===== config.mk =====
export PLATFORM = sky130hd
export DESIGN_NAME = div_unit
export DESIGN_NICKNAME = d
export VERILOG_FILES = /design/src/rtl/calc_pkg.sv /design/src/rtl/div_control.sv /design/src/rtl/div_unit.sv
export SDC_FILE = /design/constraint.sdc
export NUM_CORES = 1
export LEC_CHECK = 0
export ABC_AREA = 0
export CAP_MARGIN = 20
export CORE_UTILIZATION = 25
export CTS_CLUSTER_DIAMETER = 200
export DETAILED_ROUTE_END_ITERATION = 6
export GPL_TIMING_DRIVEN = 1
export SLEW_MARGIN = 10
export SYNTH_ARGS = -nofsm -noshare
export SYNTH_HDL_FRONTEND = slang
export SYNTH_SLANG_ARGS = --single-unit

===== constraint.sdc =====
create_clock -name Clock -period 5.9 [get_ports Clock]
set_input_delay 1.77 -clock Clock [delete_from_list [all_inputs] [get_ports Clock]]
set_output_delay 1.77 -clock Clock [all_outputs]
set_load 0.05 [all_outputs]

===== src/rtl/calc_pkg.sv =====
// Shared calculator definitions: default operand width (common with the
// shift-add multiplier) and the one-hot divider state encoding.
package calc_pkg;

    localparam int CALC_WIDTH = 8;

    // One-hot so each state decodes from a single flop.
    typedef enum logic [3:0] {
        S_IDLE  = 4'b0001,
        S_SHIFT = 4'b0010,
        S_TEST  = 4'b0100,
        S_DONE  = 4'b1000
    } div_state_t;

endpackage


===== src/rtl/div_control.sv =====
// Divider control: one-hot FSM plus iteration counter. Issues datapath
// strobes (Load/Shift/Sub/Halt) and the Moore status outputs Busy/Done.
import calc_pkg::*;

module div_control #(
    parameter int WIDTH = CALC_WIDTH
) (
    input  logic Clock,
    input  logic Reset,
    input  logic Go,
    input  logic Ge,
    input  logic ZeroDiv,
    output logic Load,
    output logic Shift,
    output logic Sub,
    output logic Halt,
    output logic Busy,
    output logic Done
);

    localparam int CW = $clog2(WIDTH + 1);

    div_state_t      state_q, state_d;
    logic [CW-1:0]   count_q, count_d;

    // Next-state, counter and strobe decode.
    always_comb begin
        // NOTE: every signal gets a default first so no path leaves one unassigned (no latch).
        state_d = state_q;
        count_d = count_q;
        Load    = 1'b0;
        Shift   = 1'b0;
        Sub     = 1'b0;
        Halt    = 1'b0;
        unique case (state_q)
            S_IDLE, S_DONE: begin
                if (Go) begin
                    Load    = 1'b1;
                    count_d = CW'(WIDTH);
                    state_d = ZeroDiv ? S_DONE : S_SHIFT;
                end
            end
            S_SHIFT: begin
                Shift   = 1'b1;
                state_d = S_TEST;
            end
            S_TEST: begin
                Sub     = Ge;
                count_d = count_q - CW'(1);
                if (count_q == CW'(1)) begin
                    Halt    = 1'b1;
                    state_d = S_DONE;
                end else begin
                    state_d = S_SHIFT;
                end
            end
            default: state_d = S_IDLE;
        endcase
    end

    // State and counter registers; reset returns to IDLE.
    always_ff @(posedge Clock or negedge Reset) begin
        // NOTE: sequential state uses non-blocking assignments so all flops update together.
        if (!Reset) begin
            state_q <= S_IDLE;
            count_q <= '0;
        end else begin
            state_q <= state_d;
            count_q <= count_d;
        end
    end

    assign Busy = (state_q == S_SHIFT) || (state_q == S_TEST);
    assign Done = (state_q == S_DONE);

endmodule


===== src/rtl/div_unit.sv =====
// Sequential restoring unsigned divider (shift-subtract), the '/' companion
// of the calculator's shift-add multiplier. Datapath lives here; sequencing
// is in div_control. Optional feature macro: DIV_ZERO_CHECK_EN (early
// divide-by-zero exit with DivErr).
import calc_pkg::*;

module div_unit #(
    parameter int WIDTH = CALC_WIDTH
) (
    input  logic             Clock,
    input  logic             Reset,
    input  logic             Go,
    input  logic [WIDTH-1:0] Dividend,
    input  logic [WIDTH-1:0] Divisor,
    output logic [WIDTH-1:0] Quotient,
    output logic [WIDTH-1:0] Remainder,
    output logic             Busy,
    output logic             Done,
    output logic             DivErr
);

    logic [WIDTH:0]   a_q, a_d;      // partial remainder, one guard bit
    logic [WIDTH-1:0] q_q, q_d;      // dividend shifting out / quotient shifting in
    logic [WIDTH-1:0] m_q, m_d;      // captured divisor
    logic [WIDTH-1:0] quo_q, quo_d;
    logic [WIDTH-1:0] rem_q, rem_d;
    logic             load, shift, sub, halt, ge, zero_div;

    assign ge = (a_q >= {1'b0, m_q});

`ifdef DIV_ZERO_CHECK_EN
    assign zero_div = (Divisor == '0);
`else
    assign zero_div = 1'b0;
`endif

    div_control #(.WIDTH(WIDTH)) u_control (
        .Clock   (Clock),
        .Reset   (Reset),
        .Go      (Go),
        .Ge      (ge),
        .ZeroDiv (zero_div),
        .Load    (load),
        .Shift   (shift),
        .Sub     (sub),
        .Halt    (halt),
        .Busy    (Busy),
        .Done    (Done)
    );

    // Datapath next-state: capture, shift, conditional subtract, result latch.
    always_comb begin
        a_d   = a_q;
        q_d   = q_q;
        m_d   = m_q;
        quo_d = quo_q;
        rem_d = rem_q;
        if (load) begin
            a_d = '0;
            q_d = Dividend;
            m_d = Divisor;
            if (zero_div) begin
                quo_d = '0;
                rem_d = '0;
            end
        end
        // A < M before every shift, so the guard bit is always 0 and can be dropped.
        if (shift) {a_d, q_d} = {a_q[WIDTH-1:0], q_q, 1'b0};
        if (sub) begin
            a_d    = a_q - {1'b0, m_q};
            q_d[0] = 1'b1;
        end
        // Results publish only on the final TEST step, including that step's bit.
        if (halt) begin
            quo_d = q_d;
            rem_d = a_d[WIDTH-1:0];
        end
    end

    // Datapath registers; reset discards any operation in flight.
    always_ff @(posedge Clock or negedge Reset) begin
        if (!Reset) begin
            a_q   <= '0;
            q_q   <= '0;
            m_q   <= '0;
            quo_q <= '0;
            rem_q <= '0;
        end else begin
            a_q   <= a_d;
            q_q   <= q_d;
            m_q   <= m_d;
            quo_q <= quo_d;
            rem_q <= rem_d;
        end
    end

    assign Quotient  = quo_q;
    assign Remainder = rem_q;

`ifdef DIV_ZERO_CHECK_EN
    logic div_err_q;

    // Error flag follows each accepted Go: set for zero divisor, else cleared.
    always_ff @(posedge Clock or negedge Reset) begin
        if (!Reset)    div_err_q <= 1'b0;
        else if (load) div_err_q <= zero_div;
    end

    assign DivErr = div_err_q;
`else
    assign DivErr = 1'b0;
`endif

endmodule


# Word level (Yosys, flattened, before mapping)
# Index checks and enable logic that the tools add are counted.
[word_totals]
regBits = 49
in_bits = 19
word_cells = 39
[op_classes]
add_sub_neg = 2
order_cmp = 1
n_eq_ne = 6
n_mux = 17
n_reduce_logical = 5
[ops]
columns = ["cell", "n"]
rows = [
  ["$mux 9", 3],
  ["$mux 8", 2],
  ["$mux 4", 3],
  ["$pmux 4 s3", 1],
  ["$ge 9x8->1", 1],
  ["$sub 9x8->9", 1],
  ["$eq 4x1->1 const B", 2],
  ["$pmux 4 s2", 1],
  ["$mux 1", 7],
  ["$eq 4x2->1 const B", 1],
  ["$eq 4x3->1 const B", 1],
  ["$eq 4x4->1 const B", 1],
  ["$sub 4x1->4 const B", 1],
  ["$reduce_bool 3->1", 1],
  ["$ne 2x2->1 const B", 1],
  ["$reduce_and 2->1", 1],
  ["$reduce_bool 2->1", 1],
  ["$reduce_or 2->1", 1],
  ["$logic_or 1x1->1", 1],
]

# Depth between registers and ports, before layout
# Gate-level depths: netlist of the first run.
[logic_depth]
ltp_word = 6
depth_mapped = 9
mapped_depth_nobuf = 9

# Modules after synthesis
# From an unflattened synthesis of the first run, not the netlist that was laid out.
[unflattened]
cells_unflattened = 241
hier_area_um2 = 2499.9
[by_module_without_submodules]
columns = ["mod", "instances", "cells_each", "area_per_inst_um2"]
rows = [
  ["div_unit", 1, 192, 2045.7],
  ["div_control", 1, 49, 454.2],
]

# Worst setup path after synthesis of the first run
# No wires, ideal clock.
[synth_timing]
path_type = "register to output"
from = "register u_control.state_q[0]"
to = "output Busy"
arrival_ns = 1.616
slack_ns = 2.514
stages_incl_launch_ff = 6
cell_sequence = "dfstp_2 -> nand2b_1 -> or3_1 -> clkbuf_1 -> buf_2 -> nand2_1"
[synth_between]
elab_chain_len = 2
elab_cells_between_ends = 3
classes_between = "eq/ne (2); reduce/logical (1)"
[synth_rtl]
columns = ["element", "line", "text"]
rows = [
  ["from (decl)", "div_control.sv:23", "div_state_t state_q, state_d;"],
  ["from (signal assigned)", "div_control.sv:68", "state_q <= state_d;"],
  ["$eq 4x2->1 or $eq 4x3->1 (tied branches)", "div_control.sv:73", "assign Busy = (state_q == S_SHIFT) || (state_q == S_TEST);"],
  ["$logic_or 1x1->1 (*)", "div_control.sv:73", ""],
  ["to (decl)", "div_unit.sv:17", "output logic Busy,"],
]
# Mark *: on every way between the ends. The rest lies on a longest branch, timed or not.

# Worst setup path in the final report of the first run
# Same ends and word-level chain as after synthesis.

==> results of run 1 <==
through the flow:
stage / setup slack (ps) / instance area [sq um]
floorplan: 2510 / 2590
global placement: 1970 / 3070
detailed placement: 1960 / 3070
CTS: 1620 / 3160
global route: 1500 / 3160
finish: 1630 / 3160
cell families after synthesis:
group	count (synthesis)
simple gates	77
compound gates	55
flops	49
buf+inv	26
mux	24
fa+ha+maj	11
xor+xnor	7
other cells	1
power groups by stage:
stage,logic (uW),clock network [uW],registers [uW]
global route,678,228,500
detailed placement,603,0,493
floorplan,468,0,490
global placement,592,0,491
CTS,608,211,488
finish,603,205,488
sequential cells by signal, indices dropped and copies added, names as in the netlist:
signal	cells
Quotient	8
u_control.count_q	4
q_q	8
u_control.state_q	4
a_q	9
m_q	8
Remainder	8
per-layer routing:
metal	vias to the layer above	routed length, um
met5	-	0
met4	0	71
met3	6	237
met2	38	2590
met1	924	2790
li1	941	-
cell usage in the layout (no fill, tap or decap), drive strengths merged, types with 5 or more instances in the layout:
cell type | synthesis | layout
nor2 | 14 | 14
clkbuf | 2 | 5
mux2 | 17 | 17
clkdlybuf4s50 | 0 | 35
o21ai | 17 | 17
ha | 10 | 10
xnor2 | 5 | 5
inv | 16 | 16
nand2 | 35 | 35
dfrtp | 48 | 48
a31oi | 7 | 7
mux2i | 7 | 7
a21oi | 14 | 14
worst max-delay path: cells and delay by family (launching register included):
| kind | cells | cell delay, ps |
|---|---|---|
| buffers and inverters | 1 | 810 |
| DFF | 1 | 410 |
| and+or+nand+nor | 3 | 980 |
cell type report:
class	count	area share [%]
multi-input combinational	175	39.4
clock inverter	3	0.712
tap	133	5.26
sequential	49	38.8
inverter	16	1.90
timing repair buffer	38	11.7
clock buffer	5	2.18
how the worst min path moves through the flow:
stage / startpoint / endpoint / slack, ps / depth (start not counted)
6_report: m_q[0] / m_q[0] / 500 / 2
5_1_grt: Quotient[4] / Quotient[4] / 540 / 1
4_1_cts: m_q[0] / m_q[0] / 510 / 2
3_5_place_dp: m_q[0] / m_q[0] / 480 / 2
3_3_place_gp: m_q[0] / m_q[0] / 470 / 2
2_1_floorplan: m_q[0] / m_q[0] / 450 / 2
==> results.txt, run 1 <==
* Result of the run: finished, final reports clean
* TritonCTS clock tree: built
- The worst register-to-register path has a setup slack of between 3000 and 4000 ps.
- The worst setup path is launched from a flip-flop.
* First-pass iteration count of the detailed router: 4
* Number of remaining DRC errors: 0
- Averaged over all synthesized cells, the footprint is 10.4 sq um.
- Setup Crit Path Kind: reg -> out
- Summing the areas of all and, or, nand and nor instances in the mapped netlist gives 14.8% of the synthesized area.
- The count of pins over their slew limit came to 0.
- Vertical extent of the die: 104 um
- Register Area: between 1000 and 1500 sq um
- Endpoint of the most critical register-to-register path: Remainder[3]
- Along the worst path, the maximum fanout reaches 22.
- At the pin with the least slew margin, the transition time is 816 ps.
- Fmax: 234 MHz
- Critical path origin: u_control.state_q[0]
* Adder and majority gate portion of the synthesized area: 5.60%
* Maximum resistive drop on vdd: 0.121 mV
* Violation count after the first detailed-routing iteration: 108
* Met1 Resource Use GR: between 10% and 20%
* Internal power component: 756 uW
- Prevailing post-synth register cell: sky130_fd_sc_hd__dfrtp_1
* Count of yosys warnings during synthesis: 0
- The clock network burns 15.8% of the power.
- The mapped netlist covers 2590 sq um.
* Multi-input gate area in the final layout: 1250 sq um
* Cell count after synthesis: 250
* Clock buffers created by TritonCTS: 5
* Biggest area consumer among synthesized cells: sky130_fd_sc_hd__dfrtp_1
* Data arrival time of the critical path: 2500 ps
- Resize count post-CTS: 0
- After synthesis, the cell types taking the most area are sky130_fd_sc_hd__dfrtp_1 46%, sky130_fd_sc_hd__mux2_2 7.4%, sky130_fd_sc_hd__nand2_1 5.1%.
* Vias in the first global route: approximately 1900
* Setup Fix Bufs, Post-CTS: 0
* CTS H-tree lvls: 2
- Cell type of the slowest stage on the worst timing path: sky130_fd_sc_hd__clkdlybuf4s50_1
* Detail Placement HPWL: 4010 um
- Total clock sinks: 49
- After synthesis, the largest area contributor takes up between 40% and 50% of total cell area.
- Counting flops with an async set or reset pin after synthesis yields a share of 100%.
* Sequential fraction of design power: 37.7%
- Final hold slack: 505 ps
- Cells on worst reg2reg path: 8
* Largest net degree at the start of global routing: 50
- EDFF count, synth: 0
- After clock tree synthesis, the clock-pin slew on the worst setup and hold paths is 90 ps.
- Clock insertion delay at the later pin of the skew report: 310 ps
* Setup repair after global routing missed its margin: false
* Share of synthesized area spent on multiplexers: 10.2%
* Distinct cell type count of the synthesized netlist: between 40 and 50
- Cell Count Post-Placement: 411
* Area of the die: 10800 sq um
* Capturing element type of the critical path: output port
- DR WL/cell: 13.6 um
* Post-Synth XOR/XNOR Area: roughly 2.4%
- The first global-routing pass estimated 9680 um of wire.
- Routing usage on met3: 2.52%
* Core footprint: 9910 sq um
* R2R Path Start: m_q[1]
* Final setup violation count: 0
- Port Buffers: 36
- Switching portion of total power: 41.6%
* Sum of routed wire length over all layers: 5690 um
* Max cap viols: 0
- Clk_skew: 11.7 ps
* Dominant combinational cell family by area after synthesis: compound AO/OA/AOI/OAI gates
- Ranked by instance count, the synthesized netlist is headed by 48 x sky130_fd_sc_hd__dfrtp_1, 35 x sky130_fd_sc_hd__nand2_1, 17 x sky130_fd_sc_hd__mux2_2.
* Max-Slew Margin vs Limit: 45.4%
- Counting along the longest clock path gives a buffer depth of 2.
* Total track usage: 11.2%
- In this run the count of I/O pins placed on the die edge is 38.
- Summing internal, switching and leakage power gives 1300 uW.
- Static Leak: between 0.001 and 0.0015 uW
* Minimum clock period: around 4300 ps
* Leading cell type by number of instances after synthesis: sky130_fd_sc_hd__dfrtp_1
* Proportion of synthesized chip area in sequential cells: a little under half
* X dimension of the die: 104 um
* Final Hold Fails: 0
- Summed over all failing endpoints, the final setup total negative slack is 0 ps.
- Hold buffer count at cts: 0
- For this design the total switching power over the nets is ~540 uW.
* Stage delay of the slowest cell on the critical path: between 800 and 900 ps
* Final weighted congestion of routability-driven global placement: approximately 0.82
* Compound-Gate Fraction of Synth Area: 15.0%
- Post-Route Utilization: 31.9%
* Final net count: 315
- In the routed layout, each cell is associated on average with a via count of 4.56.
- Post-route insts no fill: 419
- End point of the critical path: Busy
- Clock root buffer: sky130_fd_sc_hd__clkbuf_8
- The area growth from synthesis to layout is 22.0%.
- Cells with a size suffix above 1 make up 14.7% of the layout.
- The initial utilization of the core area, before any placement, comes to roughly a quarter.
- Standard-cell row count: 36
* Antenna violation net count after detailed routing: 0
* Power density normalized to cell area: 410 nW/um^2
- Flop and latch count out of synthesis: 49
- At the worst endpoint, the required time is roughly 4100 ps.
- Part of the total power dissipated in combinational logic: between 40% and 50%
* Worst hold path type: reg -> reg
- The worst path uses 72.4% of the clock period.
- The global routing stage identified its most utilized layer as met2.
- The routed layout has 1909 vias.
- The layout has 1041 filler cells.
- Traced cell by cell, the critical path runs through nand2b_1 -> or3_1 -> nand2_1 -> clkdlybuf4s50_1.
* # diodes: 0
- Grt total ovfl: 0
- Net count after synthesis: 280
- Number of antenna violations at the first check in global routing: 0
- GR Util met2: between 10% and 20%
Power figures use the tool's default switching activity.
==> run 2: changes to the inputs <==
==> constraint.sdc (replaced) <==
create_clock -name Clock -period 4.2 [get_ports Clock]
set_input_delay 1.26 -clock Clock [delete_from_list [all_inputs] [get_ports Clock]]
set_output_delay 1.26 -clock Clock [all_outputs]
set_load 0.05 [all_outputs]
==> results.txt, run 2 (synthesis gave the netlist of run 1 again) <==
* Result of the run: finished, final reports clean
- Number of flip-flops under the largest register name: 9
- Number of remaining DRC errors: 0
- Static timing analysis puts the maximum clock frequency at around 290 MHz.
- Gates resized during post-CTS repair numbered 0.
- Critical path launch point type: flip-flop
- In the global route stage, met1 resource usage came out at 14.8%.
- Counting instances, the worst hold path has a depth of 2.
- The count of pins over their slew limit was 0.
- # diodes: 0
- Minimum clock period: ~3400 ps
- Commonest non-fill, non-tap cells in the layout: 48 x sky130_fd_sc_hd__dfrtp_1, 35 x sky130_fd_sc_hd__nand2_1, 35 x sky130_fd_sc_hd__clkdlybuf4s50_1
- TritonCTS built the clock tree.
* Number of ports placed on the die boundary: 38
* Critical path cell sequence: nor2_1 -> nand3b_1 -> nand2_1 -> clkdlybuf4s50_1
- Endpoint of the most critical register-to-register path: Remainder[3]
- Setup repair after global routing missed its margin: false
* Register-to-register setup slack: around 1600 ps
- Total clock sinks: a little under 50
- At the end of routability-driven placement, the weighted congestion stood at 0.826.
* Most common library cell in the layout ignoring fill and taps: sky130_fd_sc_hd__dfrtp_1
- Clock buffers created by TritonCTS: 5
- Port Buffers: 36
* Cell type of the slowest stage on the worst timing path: sky130_fd_sc_hd__clkdlybuf4s50_1
- The via count of the first global-routing pass is 1940.
- Final setup violation count: 0
- After legalization and detailed placement, the total HPWL measured 4150 um.
* Maximum resistive drop on vdd: 0.154 mV
- Clock insertion delay at the later pin of the skew report: 320 ps
- The filler cells instantiated in the layout total 1025.
- The first global-routing pass estimated 9740 um of wire.
- Final net count: 317
- The worst hold path belongs to the class reg -> reg.
* Total track usage: 11.5%
- After floorplanning, the core was divided into 36 placement rows.
- Violation count after the first detailed-routing iteration: approximately 110
* Final Hold Fails: 0
- Cells with a size suffix above 1 make up 15.3% of the layout.
- In this run the remaining antenna-violating nets after routing total 0.
- Post-route setup TNS: 0 ps
- By startpoint and endpoint, the worst setup path is classified as reg -> out.
- Source of the worst hold timing path: m_q[0]
- Cells on worst reg2reg path: 7
- The number of setup buffers added after CTS is 0.
- In the final routed layout, each cell accounts on average for 13.7 um.
- X dimension of the die: 104 um
- Hold repair after CTS inserted 0 buffers.
- Clock skew on the completed layout was measured at 17.8 ps.
- In this run the tightest slew margin relative to its limit is 44.7%.
* First-pass iteration count of the detailed router: 4
- The number of antenna violations at the first check in global routing is 0.
* CTS H-tree lvls: 2
- The path with the worst hold slack has its endpoint at m_q[0].
* Multi-input gate area in the final layout: 1250 sq um
- The initial utilization of the core area, before any placement, comes to 26.2%.
- Once layout is complete, the cells apart from fillers number between 400 and 500.
- At the pin with the least slew margin, the transition time is ~830 ps.
- Capturing element type of the critical path: output port
- In the global route stage, met2 resource usage came out at 16.6%.
* Static Leak: 0.00134 uW
* Worst-path fanout max: 8
* Final hold slack: 516 ps
- Total vias in the final route: between 1500 and 2000
* Post-route clock period utilization: 81.5%
- Clock-pin slew was measured on the worst setup and hold paths at 100 ps.
- Cell Count Post-Placement: 413
- met2 is the most crowded layer.
- Register with the most flip-flops: a_q
- Stage delay of the slowest cell on the critical path: 810 ps
* Area of the die: 10800 sq um
- Entering global routing, the biggest net connects 32 pins.
- Data arrival time of the critical path: between 2000 and 2500 ps
- Global routing consumed, on the met3 layer, approximately 3.8% of the routing resources.
- The clock passes through at most 2 buffers.
- Core footprint: 9910 sq um
- In this run the power density over the cells is 577 nW/um^2.
* R2R Path Start: a_q[1]
- Sum of routed wire length over all layers: about 5800 um
- Vias per Instance: 4.54
- Max cap viols: 0
* Grt total ovfl: 0
* Relative area change from synthesis to final layout: 22.6%
- Clock root buffer: sky130_fd_sc_hd__clkbuf_8
- Data on the critical path is required at its endpoint by 2940 ps.
- Vertical extent of the die: 104 um
- Summing all flip-flop and latch instances after layout gives 1230 sq um.
[run 2: cell type report]
class	instances	share of cell area (%)
timing repair buffer	40	12.1
clock inverter	3	0.787
clock buffer	5	2.16
multi-input combinational	175	39.2
sequential	49	38.6
tap	133	5.23
inverter	16	1.89
[run 2: routing by layer]
metal	up-vias	share of wire, %	wire length (um)
li1	943	-	-
met1	917	46	2650
met2	43	46	2630
met3	9	6.2	357
met4	0	2.3	135
met5	-	0	0
[run 2: worst max-delay path by stage]
stage	startpoint	end	depth (start not counted)	slack [ps]
6_report	u_control.state_q[1]	Busy	4	780
5_1_grt	u_control.state_q[1]	Busy	4	620
4_1_cts	u_control.state_q[1]	Busy	4	770
3_5_place_dp	Go	Remainder[6]	7	810
3_3_place_gp	Go	Remainder[5]	7	850
2_1_floorplan	u_control.state_q[0]	Busy	5	1320
[run 2: report_power, final]
group | internal (uW) | switching (uW)
registers | 601 | 82.7
clock network | 121 | 174
logic | 350 | 504
[run 2: critical path, delay by kind of cell (launching register included)]
kind | cells | cell delay (ps)
buffers and inverters | 1 | 810
and+or+nand+nor | 3 | 610
DFF | 1 | 430
[run 2: per-stage QoR]
stage               utilization, %  area, sq um  total power [uW]  worst slack (ps)
floorplan                        -         2590              1350              1320
global placement              31.1         3090              1530               854
detailed placement            31.1         3090              1550               809
CTS                           32.1         3180              1850               772
global route                  32.1         3180              1990               624
finish                        32.1         3180              1830               777
